<file path="config.mk">
export PLATFORM = sky130hd
export DESIGN_NAME = id_issue_controller
export DESIGN_NICKNAME = d
export VERILOG_FILES = /design/src/rtl/id_issue_controller_pkg.sv /design/src/rtl/id_issue_controller_imm_gen.sv /design/src/rtl/id_issue_controller.sv
export SDC_FILE = /design/constraint.sdc
export NUM_CORES = 1
export LEC_CHECK = 0
export ABC_AREA = 1
export CAP_MARGIN = 20
export CORE_ASPECT_RATIO = 0.9
export CORE_MARGIN = 3
export CORE_UTILIZATION = 63
export CTS_CLUSTER_DIAMETER = 100
export CTS_CLUSTER_SIZE = 16
export DETAILED_ROUTE_END_ITERATION = 6
export DONT_BUFFER_PORTS = 1
export PLACE_DENSITY_LB_ADDON = 0.05
export SLEW_MARGIN = 20
export SYNTH_ARGS = -nofsm -noshare
export SYNTH_HDL_FRONTEND = slang
export SYNTH_SLANG_ARGS = --single-unit
</file>
<file path="constraint.sdc">
create_clock -name clk -period 2.15 [get_ports clk]
set_input_delay 0.43 -clock clk [delete_from_list [all_inputs] [get_ports clk]]
set_output_delay 0.43 -clock clk [all_outputs]
set_load 0.02 [all_outputs]
</file>
<file path="src/rtl/id_issue_controller_pkg.sv">
// Shared decode constants for the ID issue controller: RV32 opcodes, NOP word,
// per-format register-usage masks and the controller state encoding.
package id_issue_controller_pkg;

  localparam logic [6:0] OP_R  = 7'b0110011;
  localparam logic [6:0] OP_IA = 7'b0010011;
  localparam logic [6:0] OP_IL = 7'b0000011;
  localparam logic [6:0] OP_S  = 7'b0100011;
  localparam logic [6:0] OP_B  = 7'b1100011;
  localparam logic [6:0] OP_U  = 7'b0110111;
  localparam logic [6:0] OP_J  = 7'b1101111;

  localparam logic [31:0] NOP_INSTR_DEF = 32'h0000_0013;

  typedef struct packed {
    logic rs1;
    logic rs2;
    logic rd;
  } reg_use_t;

  localparam reg_use_t USE_NONE = 3'b000;
  localparam reg_use_t USE_R    = 3'b111;
  localparam reg_use_t USE_I    = 3'b101;
  localparam reg_use_t USE_SB   = 3'b110;
  localparam reg_use_t USE_UJ   = 3'b001;

  typedef enum logic {
    ST_RUN    = 1'b0,
    ST_BUBBLE = 1'b1
  } state_e;

  function automatic reg_use_t reg_use(input logic [6:0] op);
    reg_use_t u;
    case (op)
      OP_R:         u = USE_R;
      OP_IA, OP_IL: u = USE_I;
      OP_S, OP_B:   u = USE_SB;
      OP_U, OP_J:   u = USE_UJ;
      default:      u = USE_NONE;
    endcase
    return u;
  endfunction

endpackage

</file>
<file path="src/rtl/id_issue_controller_imm_gen.sv">
// Immediate generator: extracts and sign-extends the RV32 immediate for
// I/S/B/U/J formats; R and unknown opcodes yield zero.
module id_issue_controller_imm_gen
  import id_issue_controller_pkg::*;
#(
  parameter int WIDTH = 32
) (
  input  logic [31:0]      instr,
  output logic [WIDTH-1:0] imm
);

  logic [31:0] imm32;

  always_comb begin
    imm32 = '0;
    case (instr[6:0])
      OP_IA, OP_IL: imm32 = {{20{instr[31]}}, instr[31:20]};
      OP_S:         imm32 = {{20{instr[31]}}, instr[31:25], instr[11:7]};
      OP_B:         imm32 = {{19{instr[31]}}, instr[31], instr[7], instr[30:25], instr[11:8], 1'b0};
      OP_U:         imm32 = {instr[31:12], 12'b0};
      OP_J:         imm32 = {{11{instr[31]}}, instr[31], instr[19:12], instr[20], instr[30:21], 1'b0};
      default:      imm32 = '0;
    endcase
  end

  assign imm = WIDTH'($signed(imm32));

endmodule

</file>
<file path="src/rtl/id_issue_controller.sv">
// Decode-stage issue controller: IF->EX valid/ready slot with load-use bubble
// and EX flush. Define ID_PERF_COUNTERS_EN to add stall/flush counters.
module id_issue_controller
  import id_issue_controller_pkg::*;
#(
  parameter int          WIDTH     = 32,
  parameter logic [31:0] NOP_INSTR = NOP_INSTR_DEF
) (
  input  logic             clk,
  input  logic             rst_n,
  input  logic             if_valid,
  input  logic [31:0]      if_instr,
  input  logic [WIDTH-1:0] if_pc,
  output logic             if_ready,
  output logic             ex_valid,
  input  logic             ex_ready,
  output logic [31:0]      ex_instr,
  output logic [WIDTH-1:0] ex_pc,
  output logic [WIDTH-1:0] ex_imm,
  output logic [4:0]       ex_rs1,
  output logic [4:0]       ex_rs2,
  output logic [4:0]       ex_rd,
  input  logic             flush
`ifdef ID_PERF_COUNTERS_EN
  ,
  output logic [31:0]      stall_count,
  output logic [31:0]      flush_count
`endif
);

  reg_use_t         use_w;
  logic [4:0]       dec_rs1, dec_rs2, dec_rd;
  logic [WIDTH-1:0] dec_imm;
  logic             dec_load;
  logic             slot_free, hazard;
  logic             load_bubble, load_dec, stall_evt;

  state_e           state_q, state_d;
  logic             ex_valid_q, ex_valid_d;
  logic [31:0]      ex_instr_q, ex_instr_d;
  logic [WIDTH-1:0] ex_pc_q, ex_pc_d;
  logic [WIDTH-1:0] ex_imm_q, ex_imm_d;
  logic [4:0]       ex_rs1_q, ex_rs1_d, ex_rs2_q, ex_rs2_d, ex_rd_q, ex_rd_d;
  logic             trk_vld_q, trk_vld_d;
  logic [4:0]       trk_rd_q, trk_rd_d;

  assign use_w    = reg_use(if_instr[6:0]);
  assign dec_rs1  = use_w.rs1 ? if_instr[19:15] : 5'd0;
  assign dec_rs2  = use_w.rs2 ? if_instr[24:20] : 5'd0;
  assign dec_rd   = use_w.rd  ? if_instr[11:7]  : 5'd0;
  assign dec_load = (if_instr[6:0] == OP_IL);

  id_issue_controller_imm_gen #(.WIDTH(WIDTH)) u_immediate_generator (
    .instr (if_instr),
    .imm   (dec_imm)
  );

  assign slot_free = !ex_valid_q || ex_ready;
  // Unused indices decode to 0 and the tracker never holds x0, so x0 cannot match.
  assign hazard = if_valid && trk_vld_q &&
                  ((dec_rs1 != 5'd0 && dec_rs1 == trk_rd_q) ||
                   (dec_rs2 != 5'd0 && dec_rs2 == trk_rd_q));

  always_comb begin
    if_ready    = 1'b0;
    load_bubble = 1'b0;
    load_dec    = 1'b0;
    stall_evt   = 1'b0;
    state_d     = state_q;
    if (flush) begin
      if_ready    = 1'b1;
      load_bubble = 1'b1;
      state_d     = ST_RUN;
    end else if (state_q == ST_BUBBLE) begin
      load_bubble = 1'b1;
      state_d     = ST_RUN;
    end else if (slot_free) begin
      if (hazard) begin
        load_bubble = 1'b1;
        stall_evt   = 1'b1;
        state_d     = ST_BUBBLE;
      end else begin
        if_ready = 1'b1;
        if (if_valid) load_dec = 1'b1;
        else          load_bubble = 1'b1;
      end
    end
  end

  always_comb begin
    ex_valid_d = ex_valid_q;
    ex_instr_d = ex_instr_q;
    ex_pc_d    = ex_pc_q;
    ex_imm_d   = ex_imm_q;
    ex_rs1_d   = ex_rs1_q;
    ex_rs2_d   = ex_rs2_q;
    ex_rd_d    = ex_rd_q;
    trk_vld_d  = trk_vld_q;
    trk_rd_d   = trk_rd_q;
    if (load_bubble) begin
      ex_valid_d = 1'b0;
      ex_instr_d = NOP_INSTR;
      ex_pc_d    = '0;
      ex_imm_d   = '0;
      ex_rs1_d   = '0;
      ex_rs2_d   = '0;
      ex_rd_d    = '0;
      trk_vld_d  = 1'b0;
      trk_rd_d   = '0;
    end else if (load_dec) begin
      ex_valid_d = 1'b1;
      ex_instr_d = if_instr;
      ex_pc_d    = if_pc;
      ex_imm_d   = dec_imm;
      ex_rs1_d   = dec_rs1;
      ex_rs2_d   = dec_rs2;
      ex_rd_d    = dec_rd;
      trk_vld_d  = dec_load && (dec_rd != 5'd0);
      trk_rd_d   = dec_rd;
    end
  end

  always_ff @(posedge clk or negedge rst_n) begin
    if (!rst_n) begin
      state_q    <= ST_RUN;
      ex_valid_q <= 1'b0;
      ex_instr_q <= NOP_INSTR;
      ex_pc_q    <= '0;
      ex_imm_q   <= '0;
      ex_rs1_q   <= '0;
      ex_rs2_q   <= '0;
      ex_rd_q    <= '0;
      trk_vld_q  <= 1'b0;
      trk_rd_q   <= '0;
    end else begin
      state_q    <= state_d;
      ex_valid_q <= ex_valid_d;
      ex_instr_q <= ex_instr_d;
      ex_pc_q    <= ex_pc_d;
      ex_imm_q   <= ex_imm_d;
      ex_rs1_q   <= ex_rs1_d;
      ex_rs2_q   <= ex_rs2_d;
      ex_rd_q    <= ex_rd_d;
      trk_vld_q  <= trk_vld_d;
      trk_rd_q   <= trk_rd_d;
    end
  end

  assign ex_valid = ex_valid_q;
  assign ex_instr = ex_instr_q;
  assign ex_pc    = ex_pc_q;
  assign ex_imm   = ex_imm_q;
  assign ex_rs1   = ex_rs1_q;
  assign ex_rs2   = ex_rs2_q;
  assign ex_rd    = ex_rd_q;

`ifdef ID_PERF_COUNTERS_EN
  logic [31:0] stall_cnt_q, stall_cnt_d, flush_cnt_q, flush_cnt_d;

  always_comb begin
    stall_cnt_d = stall_cnt_q;
    flush_cnt_d = flush_cnt_q;
    if (stall_evt && stall_cnt_q != 32'hFFFF_FFFF) stall_cnt_d = stall_cnt_q + 32'd1;
    if (flush && flush_cnt_q != 32'hFFFF_FFFF)     flush_cnt_d = flush_cnt_q + 32'd1;
  end

  always_ff @(posedge clk or negedge rst_n) begin
    if (!rst_n) begin
      stall_cnt_q <= '0;
      flush_cnt_q <= '0;
    end else begin
      stall_cnt_q <= stall_cnt_d;
      flush_cnt_q <= flush_cnt_d;
    end
  end

  assign stall_count = stall_cnt_q;
  assign flush_count = flush_cnt_q;
`else
  logic unused_stall_evt;
  assign unused_stall_evt = stall_evt;
`endif

endmodule
</file>
* Word level (Yosys, flattened, before mapping)
Cells that the tools add are included.
** Word-level totals
- Input port bits :: 69
- Word-level logic and storage cells :: 72
- Register bits :: 114
- Output and inout port bits :: 113
** Cells by class
- Muxes and demuxes :: 39
- Equal/unequal tests :: 9
- Reduce and logical (&&, ||, !) cells :: 15
** Operator list (number)
- $mux W32 :: 6
- $pmux W32 S5 :: 1
- $mux W5 :: 9
- $mux W1 :: 22
- $eq A7 B6 Y1 const B :: 3
- $reduce_bool A5 Y1 :: 3
- $eq A7 B7 Y1 const B :: 2
- $pmux W3 S4 :: 1
- $eq A5 B5 Y1 :: 2
- $eq A7 B2 Y1 const B :: 1
- $eq A7 B5 Y1 const B :: 1
- $reduce_or A2 Y1 :: 3
- $logic_and A1 B1 Y1 :: 5
- $logic_or A1 B1 Y1 :: 2
- $reduce_bool A2 Y1 :: 1
- $logic_not A1 Y1 :: 1

* Depth between registers and ports, before layout
- Depth after elaboration :: 14
- Mapped depth :: 16
- Depth with buffers taken out :: 15

* By module
Synthesis repeated with hierarchy kept, for this count alone.
** Second synthesis, totals
- Cell total of the unflattened synthesis :: 663
- Area, all modules :: 5750.5 sq um
** Modules (own cells, without submodules)
- id_issue_controller :: area each 5242.5 sq um, instances 1, cells each 555, sequential area each 2856.5 sq um
- id_issue_controller_imm_gen :: area each 508.0 sq um, instances 1, cells each 108, sequential area each 0.0 sq um

* Least setup slack after synthesis
Ideal clock, no wire load.
- Kind :: in2out
- From :: input if_instr[6]
- To :: output if_ready
- Stages on the path :: 13
- Path slack :: 0.086 ns
- Arrival :: 1.634 ns
- Required time :: 1.720 ns
- Buffers on the path :: 1
- Cell sequence :: inv_1 -> nand3_1 -> a21oi_2 -> buf_6 -> nand2_2 -> nand2_1 -> nand2_1 -> nor2_1 -> nand3_1 -> nand2_1 -> nand2_2 -> nand2_1 -> nand2_1
** Between the ends
- Cells in the longest elaborated chain, start to end :: 12
- Elaborated cells on any way between the ends :: 25
- Those cells by class :: eq/ne (9); mux (7); reduce/logical (9)
** Ends and longest elaborated chain
- start, declared :: line id_issue_controller.sv:12 : input logic [31:0] if_instr,
- $eq A7 B6 Y1 (tied with other cells) :: line id_issue_controller_pkg.sv:34 : case (op)
- $reduce_or A2 Y1 :: line id_issue_controller_pkg.sv:34
- $pmux W3 S4 * :: line id_issue_controller_pkg.sv:34
- $mux W5 (on tied branches) :: line id_issue_controller.sv:48, id_issue_controller.sv:49
- $eq A5 B5 Y1 (tied with other cells) :: line id_issue_controller.sv:61 : ((dec_rs1 != 5'd0 && dec_rs1 == trk_rd_q) ||
- $logic_and A1 B1 Y1 (on tied branches) :: line id_issue_controller.sv:61, id_issue_controller.sv:62
- $logic_or A1 B1 Y1 * :: line id_issue_controller.sv:61
- $logic_and A1 B1 Y1 * :: line id_issue_controller.sv:60 : assign hazard = if_valid && trk_vld_q &&
- $mux W1 * :: line id_issue_controller.sv:78 : if (hazard) begin
- $mux W1 * :: line id_issue_controller.sv:77 : end else if (slot_free) begin
- $mux W1 * :: line id_issue_controller.sv:74 : end else if (state_q == ST_BUBBLE) begin
- $mux W1 * :: line id_issue_controller.sv:70 : if (flush) begin
- end, declared :: line id_issue_controller.sv:14 : output logic if_ready,
Every way passes the cells marked *; elsewhere a longest branch is shown, timed or not.

* Worst setup path in the final report
- From :: register trk_rd_q[0]
- To :: output if_ready
** Between the ends
- Cells in the longest elaborated chain, start to end :: 8
- Elaborated cells on any way between the ends :: 10
- Those cells by class :: eq/ne (2); mux (4); reduce/logical (4)
** Ends and longest elaborated chain
- start, declared :: line id_issue_controller.sv:45 : logic [4:0] trk_rd_q, trk_rd_d;
- start signal, assigned :: line id_issue_controller.sv:145 : trk_rd_q <= trk_rd_d;
- $eq A5 B5 Y1 (on tied branches) :: line id_issue_controller.sv:61, id_issue_controller.sv:62
- $logic_and A1 B1 Y1 (on tied branches) :: line id_issue_controller.sv:61, id_issue_controller.sv:62
- $logic_or A1 B1 Y1 * :: line id_issue_controller.sv:61
- $logic_and A1 B1 Y1 * :: line id_issue_controller.sv:60
- $mux W1 * :: line id_issue_controller.sv:78
- $mux W1 * :: line id_issue_controller.sv:77
- $mux W1 * :: line id_issue_controller.sv:74
- $mux W1 * :: line id_issue_controller.sv:70
Marked as above.

==> flow_summary.ini <==
[run_status]
status = finished, violations left
failed_checks = negative hold slack, negative setup slack

[synth]
synth_cells = 586
avgSynthCellArea_um2 = 9.57
yosysWarnings = 0
synth_seq_area_share = 0.509
synth-seq-cells = 114
netlist_area_um2 = 5610
syn-num-nets = 655
synth.distinct_cells = 30

[place]
placed_cells = 711
preCtsSetupSlack_ns = -0.120
gp_congestion = 0.862
dp_hpwl_um = 9200
io_buffers = 0

[sta]
tightest_slew_ns = 0.843
finalClockSkew_ns = 0.0105
fin_crit_sh = 1.00
hold_viol = 114
finalWorstSetupSlack_ns = -0.00933
max_freq_mhz = 463
setup_tns_ns = -0.00933
slew_headroom = 0.436
whs_ns = -0.391
fin_crit_ns = 2.16
setup_viol = 1
rsz0062_at_grt = true
slew_viol_final = 0

[setup_path]
ff2ff_setup_slack_ns = 0.30
startpoint_type = flop
crit_family = simple AND/OR/NAND/NOR gates
path_class = reg2out
path_cells = buf_6, nand2_2, nand2_2, nor2_2, nand3_1, nand2_2, nand2_2, nand2_2, nand2_4
cp-end-kind = output port
slowest_delay_ns = 0.40
crit_top_cell = nand2_2
cp_num_buf_inv = 1
crit_arrival_ns = 1.73
critPathRequiredTime_ns = 1.72
path_max_fanout = 3
critPathSlowestCell = dfrtp_1

[job]
cap_violations = 0

[finish]
register_area_um2 = 2860
drive_gt1_frac = 0.259
finalNetCount = 689
nFillCells = 580
area_growth_pct = 18.0
multi_input_area_um2 = 1930
num_antenna_cells = 0
final_cells = 752

[detailed_routing]
drt-initial-drc-count = 283
drt_wl_total_um = 13900
dr.pass1.iters = 4
postRouteAntennaNets = 0
vias = 4229
wl_per_cell_um = 18.5
drc = 0
viasPerCell = 5.62

[grt]
grt_pass1_vias = 4306
grt_pass1_wl_um = 21800
grt_overflow_total = 0
grt_max_degree = 115
antenna_found_initial = 0
global_route.usage.total = 0.279

[power]
ir_drop_v = 0.000573
p_total_uw = 5460
p_per_area_nw_per_um2 = 825
leakagePower_uw = 0.00305

[cts]
cts.reportedPaths.clkPinSlew_ns = 0.06
cts_made_buffers = 17
cts_sinks = 114
clk_path_buf_depth = 2
clk_latency_ns = 0.52
hold_buffers = 1
cts.htree.levels = 4
cts_tree = built
cts-root-buf = clkbuf_8

[floorplanning]
fp.dieW_um = 105
dieArea_um2 = 10100
die_y_um = 95.5
num_rows = 32
io_pins = 182
start_util = 0.652
coreArea_um2 = 8610

[hold_path]
hold_class = in2async
==> synthesized netlist by cell type <==
library cell,number,area [um^2]
nand4_1,19,119
nand3_2,1,10.0
nand2_2,4,25.0
buf_8,1,15.0
o31ai_1,1,7.51
inv_2,2,7.51
dfrtp_1,111,2780
a21oi_2,1,8.76
buf_6,1,11.3
clkinv_1,2,7.51
o22ai_1,42,263
buf_12,6,120
a21oi_1,14,70.1
clkbuf_1,17,63.8
a41oi_1,7,61.3
nor4_1,1,6.26
dfstp_2,3,78.8
a22oi_1,4,30.0
o21ai_0,3,15.0
buf_2,4,20.0
nand2_1,53,199
inv_1,173,649
nor2_1,26,97.6
o22ai_2,60,751
nor2_2,2,12.5
nor3_1,1,5.00
nand4_4,1,21.3
nand3_1,14,70.1
o21ai_1,1,5.00
a211oi_1,11,82.6
==> layout by cell type, fill, tap and decap left out, drive strengths merged <==
| master | synthesis | routed |
|---|---|---|
| o21ai | 4 | 4 |
| clkinvlp | 0 | 2 |
| nand3 | 15 | 15 |
| inv | 175 | 175 |
| o31ai | 1 | 1 |
| dlygate4sd3 | 0 | 1 |
| a211oi | 11 | 11 |
| a41oi | 7 | 7 |
| clkbuf | 17 | 22 |
| nand4 | 20 | 20 |
| a21oi | 15 | 15 |
| nor4 | 1 | 1 |
| bufinv | 0 | 4 |
| dfstp | 3 | 3 |
| nand2 | 57 | 57 |
| buf | 12 | 42 |
| clkinv | 2 | 7 |
| nor2 | 28 | 28 |
| dfrtp | 111 | 111 |
| nor3 | 1 | 1 |
| a22oi | 4 | 4 |
| o22ai | 102 | 102 |
==> final timing paths <==
| path | end | depth (start not counted) | startpoint |
|---|---|---|---|
| setup reg to reg | ex_instr[0] | 12 | trk_rd_q[4] |
| min in group clk | ex_instr[4] | 2 | if_instr[4] |
| setup / recovery | if_ready | 9 | trk_rd_q[0] |
| max in group asynchronous | ex_instr[1] | 0 | rst_n |
| hold / removal | ex_instr[17] | 0 | rst_n |
| hold reg to reg | state_q | 1 | state_q |
==> cell type report <==
class	count	area share
clock buffers	21	0.0663
inverters	177	0.100
repair buffers	44	0.0640
clock inverters	11	0.0242
well taps	119	0.0225
multi-input cells	266	0.291
flip-flops and latches	114	0.431
==> cells by family (layout without fill, tap and decap cells) <==
logic type / Yosys count / count (layout) / share of synthesized area
AO/OA/AOI/OAI: 144 / 144 / 0.231
buffers and inverters: 206 / 253 / 0.159
flip-flops: 114 / 114 / 0.509
AND/OR/NAND/NOR: 122 / 122 / 0.101
==> timing repair <==
item | in CTS | in global routing
cloned | 0 | 1
pin swaps | 4 | 6
resized for setup | 12 | 12
endpoints found under the hold margin | 116 | 114
endpoints found under the setup margin | 1 | 1
setup buffers | 5 | 2
==> through the flow <==
stage / cell area, um^2 / util
after floorplan: 5610 / -
final: 6620 / 0.769
after global placement: 5870 / 0.682
after global routing: 6620 / 0.769
after detailed placement: 5870 / 0.682
after CTS: 6540 / 0.760
==> layer usage <==
metal / track usage / wire length [um] / up-vias
li1: - / - / 1982
met1: 0.321 / 5060 / 2036
met2: 0.463 / 7080 / 183
met3: 0.131 / 1530 / 28
met4: 0.0962 / 274 / 0
met5: 0 / 0 / -
==> where the power goes <==
group / internal (uW) / leakage (uW) / switching [uW]
clock: 1900 / 0.000291 / 948
sequential: 2210 / 0.00155 / 116
combinational: 112 / 0.00121 / 181
==> sequential cells by signal (all words and copies together) (netlist names), 5 cells and up <==
register / count
ex_imm: 32
ex_rs2: 5
ex_instr: 32
ex_rs1: 5
trk_rd_q: 5
ex_pc: 32
Note: power is estimated with default switching activity, not from simulation.
